**config.mk**
```make
export PLATFORM = sky130hd
export DESIGN_NAME = ladybird_gpio_irq
export DESIGN_NICKNAME = d
export VERILOG_FILES = /design/src/rtl/ladybird_gpio_irq.sv
export SDC_FILE = /design/constraint.sdc
export NUM_CORES = 1
export LEC_CHECK = 0
export ABC_AREA = 1
export CAP_MARGIN = 20
export CORE_ASPECT_RATIO = 0.8
export CORE_MARGIN = 2
export CORE_UTILIZATION = 40
export CTS_BUF_LIST = sky130_fd_sc_hd__clkbuf_2 sky130_fd_sc_hd__clkbuf_4 sky130_fd_sc_hd__clkbuf_8
export DETAILED_ROUTE_END_ITERATION = 10
export GPL_TIMING_DRIVEN = 1
export PLACE_DENSITY = 0.65
export SLEW_MARGIN = 20
export SYNTH_ARGS = -nofsm -noshare
export SYNTH_HDL_FRONTEND = slang
export SYNTH_SLANG_ARGS = --single-unit
export TNS_END_PERCENT = 50
```
**constraint.sdc**
```tcl
create_clock -name clk -period 1.9 [get_ports clk]
set_input_delay 0.285 -clock clk [delete_from_list [all_inputs] [get_ports clk]]
set_output_delay 0.285 -clock clk [all_outputs]
set_load 0.01 [all_outputs]
```
**src/rtl/ladybird_gpio_irq.sv**
```systemverilog
// ladybird_gpio_irq
//   GPIO peripheral on the ladybird bus. Input pins are synchronised,
//   debounced per bit, and edge-detected into write-1-to-clear status
//   registers; each input bank drives one level interrupt. Output banks
//   support plain, set, clear and toggle writes.
//
// Ports
//   clk, rst      : single clock, synchronous active-high reset
//   req/addr/wstrb/wdata -> rdata/gnt/rdgnt : ladybird bus secondary side
//   GPIO_I        : raw asynchronous pins, bank i = [(i+1)*WIDTH-1 : i*WIDTH]
//   GPIO_O        : output registers
//   irq           : per input bank, high while any STATUS bit is set
module ladybird_gpio_irq #(
  parameter int WIDTH           = 8,
  parameter int N_IN            = 2,
  parameter int N_OUT           = 2,
  parameter int SYNC_STAGES     = 2,
  parameter int DEBOUNCE_CYCLES = 16,
  parameter logic [WIDTH*N_OUT-1:0] OUT_RESET = '0
) (
  input  logic                   clk,
  input  logic                   rst,
  input  logic                   req,
  input  logic [31:0]            addr,
  input  logic [3:0]             wstrb,
  input  logic [31:0]            wdata,
  output logic [31:0]            rdata,
  output logic                   gnt,
  output logic                   rdgnt,
  input  logic [WIDTH*N_IN-1:0]  GPIO_I,
  output logic [WIDTH*N_OUT-1:0] GPIO_O,
  output logic [N_IN-1:0]        irq
);

  localparam int NB = WIDTH * N_IN;
  // 0 and 1 both mean "accept on the first differing cycle"
  localparam int DC = (DEBOUNCE_CYCLES < 1) ? 1 : DEBOUNCE_CYCLES;
  localparam int CW = (DEBOUNCE_CYCLES < 2) ? 1 : $clog2(DEBOUNCE_CYCLES + 1);
  localparam logic [CW-1:0] CNT_LAST = CW'(DC - 1);

  logic             wr;
  logic             rd;
  logic [WIDTH-1:0] wfield;
  logic             unused_bits;

  assign wr          = req & (|wstrb);
  assign rd          = req & ~(|wstrb);
  assign wfield      = wdata[WIDTH-1:0];
  assign gnt         = 1'b1;
  assign rdgnt       = rd;
  assign unused_bits = ^{addr[31:8], addr[1:0], wdata};

  // Bank decode: input banks occupy 0x00-0x7F in 0x20 steps, output banks
  // start at 0x80 in 0x10 steps.
  logic [N_IN-1:0]  in_hit;
  logic [N_OUT-1:0] out_hit;

  // Address decode per bank
  always_comb begin
    for (int i = 0; i < N_IN; i++) begin
      in_hit[i] = (addr[7:5] == 3'(i));
    end
    for (int j = 0; j < N_OUT; j++) begin
      out_hit[j] = addr[7] && (addr[6:4] == 3'(j));
    end
  end

  // Synchroniser chain
  logic [NB-1:0] sync_q [SYNC_STAGES];
  logic [NB-1:0] s;

  // Synchroniser flops
  always_ff @(posedge clk) begin
    if (rst) begin
      for (int k = 0; k < SYNC_STAGES; k++) sync_q[k] <= '0;
    end else begin
      sync_q[0] <= GPIO_I;
      for (int k = 1; k < SYNC_STAGES; k++) sync_q[k] <= sync_q[k-1];
    end
  end

  assign s = sync_q[SYNC_STAGES-1];

  // Debounce state
  logic [NB-1:0] d;
  logic [NB-1:0] d_next;
  logic [CW-1:0] cnt      [NB];
  logic [CW-1:0] cnt_next [NB];

  // Debounce next-state: a new level is accepted after DC consecutive
  // differing cycles; any return to the stable level restarts the count.
  always_comb begin
    for (int b = 0; b < NB; b++) begin
      d_next[b]   = d[b];
      cnt_next[b] = '0;
      if (s[b] == d[b]) begin
        cnt_next[b] = '0;
      end else if (cnt[b] == CNT_LAST) begin
        d_next[b]   = s[b];
        cnt_next[b] = '0;
      end else begin
        cnt_next[b] = cnt[b] + CW'(1);
      end
    end
  end

  // Debounce registers
  always_ff @(posedge clk) begin
    if (rst) begin
      d <= '0;
      for (int b = 0; b < NB; b++) cnt[b] <= '0;
    end else begin
      d <= d_next;
      for (int b = 0; b < NB; b++) cnt[b] <= cnt_next[b];
    end
  end

  // Event and status logic
  logic [NB-1:0]                rise;
  logic [NB-1:0]                fall;
  logic [N_IN-1:0][WIDTH-1:0]   status;
  logic [N_IN-1:0][WIDTH-1:0]   status_next;
  logic [N_IN-1:0][WIDTH-1:0]   rise_en;
  logic [N_IN-1:0][WIDTH-1:0]   fall_en;
  logic [N_IN-1:0][WIDTH-1:0]   w1c;

  assign rise = d_next & ~d;
  assign fall = ~d_next & d;

  // Status next-state: new events are ORed after the clear so they win
  always_comb begin
    for (int i = 0; i < N_IN; i++) begin
      w1c[i] = (wr && in_hit[i] && addr[4:2] == 3'd1) ? wfield : '0;
    end
    status_next = (status & ~w1c) | (rise & rise_en) | (fall & fall_en);
  end

  // Status, enable and interrupt registers; irq tracks the status update
  always_ff @(posedge clk) begin
    if (rst) begin
      status  <= '0;
      rise_en <= '0;
      fall_en <= '0;
      irq     <= '0;
    end else begin
      status <= status_next;
      for (int i = 0; i < N_IN; i++) begin
        irq[i] <= |status_next[i];
        if (wr && in_hit[i] && addr[4:2] == 3'd2) rise_en[i] <= wfield;
        if (wr && in_hit[i] && addr[4:2] == 3'd3) fall_en[i] <= wfield;
      end
    end
  end

  // Output registers
  logic [N_OUT-1:0][WIDTH-1:0] out_q;

  // Output bank writes: plain, set, clear, toggle
  always_ff @(posedge clk) begin
    if (rst) begin
      out_q <= OUT_RESET;
    end else begin
      for (int j = 0; j < N_OUT; j++) begin
        if (wr && out_hit[j]) begin
          case (addr[3:2])
            2'd0:    out_q[j] <= wfield;
            2'd1:    out_q[j] <= out_q[j] | wfield;
            2'd2:    out_q[j] <= out_q[j] & ~wfield;
            2'd3:    out_q[j] <= out_q[j] ^ wfield;
            default: out_q[j] <= out_q[j];
          endcase
        end
      end
    end
  end

  assign GPIO_O = out_q;

  // Read mux: OR of per-bank contributions, zero when no read is active
  logic [WIDTH-1:0] field;
  logic [WIDTH-1:0] word;

  // Combinational read data
  always_comb begin
    field = '0;
    word  = '0;
    for (int i = 0; i < N_IN; i++) begin
      case (addr[4:2])
        3'd0:    word = d[i*WIDTH +: WIDTH];
        3'd1:    word = status[i];
        3'd2:    word = rise_en[i];
        3'd3:    word = fall_en[i];
        default: word = '0;
      endcase
      field = field | ((rd && in_hit[i]) ? word : '0);
    end
    for (int j = 0; j < N_OUT; j++) begin
      field = field | ((rd && out_hit[j] && addr[3:2] == 2'd0) ? out_q[j] : '0);
    end
    rdata = '0;
    rdata[WIDTH-1:0] = field;
  end

endmodule

```
==> metrics.cfg <==
[die]
io_pins = 139
die-area_um2 = 23800
core_area_um2 = 22300
initial_core_util_pct = 40.4
die_x_um = 172
num_rows = 49
dieHeight_um = 138

[clocking]
cts_tree = built
clockBufferDepth = 2
clock-root-buffer = clkbuf_8
clkSinkCount = 194
clock_latency_ns = 0.48
cts.clk_slew.worst_paths_ns = 0.11
cts_hold_buffers = 0
numCtsBuffers = 17
htreeDepth = 4

[detailed_routing]
wirelength_um = 21800
wl_per_cell_um = 13.7
dr.first_iter.drc_count = 582
vias = 7893
first_pass_iters = 6
via_per_inst = 4.96
ant_nets = 0
drc = 0

[timing]
max_slew_margin_pct = 58.6
rsz0062_at_grt = yes
finalWorstSetupSlack_ns = 0.0517
setup_viol = 0
drv_slew = 0
period_needed_ns = 1.85
hold_viol = 0
fmax_ghz = 0.541
fin_skew_ns = 0.0152
period_share_pct = 97.3
worstMarginPinSlew_ns = 0.620
hold_slack_ns = 0.283

[layout]
final_area_um2 = 10900
n_antenna_cell = 0
drive_above_1_share_pct = 13.7
nNetsFinal = 1423
syn_to_final_growth_pct = 20.9

[global_routing]
grt_max_degree = 81
grt_overflow = 0
grt_pass1_vias = 7080
grt_util_all_layers_pct = 18.3
grt_first_pass_wirelength_um = 34600
antenna_found_initial = 0

[yosys]
syn_inst = 1150
yosys-top-cells-area = dfxtp_1 (43%), ha_1 (8.9%), inv_1 (7.0%)
synth.most_common_cell = dfxtp_1
ys_seq_elements = 194
synth_common_cells = dfxtp_1 (194), inv_1 (167), nor2_1 (163)
synth_edf_count = 0
syn-cell-area_um2 = 9010
yosysWarnings = 0
synth_top_area_cell = dfxtp_1
yosysTopAreaCellShare_pct = 43.1
synth.distinct_cells = 34
ys.flop_type = dfxtp_1
avgSynthCellArea_um2 = 7.84
seq_area_frac_synth_pct = 43.1
synthArstFlopShare_pct = 0

[placed_design]
gp_routability_congestion = 0.930
dp_slack_ns = -0.704
port_buffers = 63
placed_cell_area_um2 = 10300
dpl.hpwl_um = 15800

[worst_setup_path]
required_ns = 1.62
timing.rr.start = cnt[1][15]
cp_num_buf_inv = 1
crit_start = GPIO_O[1]
slowest_delay_ns = 0.61
reg2reg_setup_slack_ns = 0.13
rr_endpoint = irq[1]
crit_path_start_kind = flip-flop
cp-end-kind = output port
reg2reg_depth = 12
crit_path_cell_trace = clkdlybuf4s50_1
critPathTopFamily = buffers and inverters
critPathArrivalTime_ns = 1.56
critical_path_class = flip-flop to output port
crit_fanout = 5
crit_slowest_cell = clkdlybuf4s50_1

[worst_hold_path]
hold_depth = 3
min_from = rst
holdPathEnd = sync_q[0][13]
min_path_type = input pin to flip-flop

[power]
ir_drop_mv = 0.542
p_leak_nw = 4.30
power.density_nw_per_um2 = 669

[status]
outcome = complete, no violations

[flow_run]
drv_cap = 0

==> final cells by class <==
cell class / instances / area, µm²
fill: 2199 / 11400
sequential: 194 / 3890
tap: 306 / 383
inverter: 172 / 653
clock inverter: 14 / 144
timing repair buffer: 136 / 1230
clock buffer: 17 / 234
multi-input combinational: 751 / 4360
==> power breakdown <==
group,internal (W),total [W],switching (W)
Clock,0.000972,0.00259,0.00162
Combinational,0.000226,0.000547,0.000321
Sequential,0.00412,0.00415,0.0000359
Total,0.00531,0.00729,0.00197
==> flip-flops by register name, indices dropped and copies added (netlist names) <==
signal	count
GPIO_O	16
cnt	80
d	16
fall_en	16
irq	2
rise_en	16
status	16
sync_q	32
==> placed cells by master, fill, tap and decap left out, types with 16 or more instances in the layout <==
cell | netlist | layout
dfxtp_1 | 194 | 190
inv_1 | 167 | 162
nor2_1 | 163 | 157
nand2_1 | 154 | 150
a21oi_1 | 88 | 87
buf_4 | 28 | 62
ha_1 | 64 | 60
nand3_1 | 51 | 50
clkdlybuf4s50_1 | 0 | 43
o21ai_0 | 40 | 33
nand4_1 | 31 | 31
conb_1 | 2 | 25
o211ai_1 | 19 | 19
clkbuf_8 | 0 | 17
a221oi_1 | 16 | 16
a31oi_1 | 16 | 16
a211oi_1 | 16 | 16
nor3b_1 | 16 | 16
==> per-stage QoR <==
step                setup TNS [ns]  std cells  total power [W]  util, %
global route               -0.0613       1590          0.00760     48.8
CTS                              0       1586          0.00738     48.3
finish                           0       1590          0.00729     48.8
floorplan                        0       1173          0.00455        -
global placement             -8.02       1546          0.00477     46.1
detailed placement           -8.89       1546          0.00478     46.1
==> cell families after synthesis <==
logic type / Yosys count / share of synthesized area (%)
adder cells (fa/ha/maj): 64 / 8.89
flip-flops: 194 / 43.1
other: 2 / 0.0833
AND/OR/NAND/NOR: 430 / 20.9
AO/OA/AOI/OAI: 232 / 15.9
buffers and inverters: 228 / 11.1
==> layer usage <==
metal	up-vias	global-route usage [%]	routed length [µm]
li1	4021	-	-
met4	0	4.82	344
met5	-	0	0
met2	206	28.6	10000
met1	3637	25.6	10200
met3	29	3.84	1320
==> repair_timing <==
| item | CTS | global route |
|---|---|---|
| gates cloned | 0 | 1 |
| buffers inserted | 9 | 4 |
| setup endpoints to repair | 9 | 21 |
| pin swaps | 15 | 12 |
| resized for setup | 71 | 40 |
| hold endpoints to repair | 0 | 0 |
==> how the worst max path moves through the flow <==
stage                end  cells after the start
4_1_cts         rdata[0]                     11
3_5_place_dp    rdata[1]                      9
2_1_floorplan   rdata[1]                      7
3_3_place_gp    rdata[1]                      9
6_report       GPIO_O[1]                      1
5_1_grt           irq[0]                     12
No activity file was read; power rests on OpenSTA's default activity.
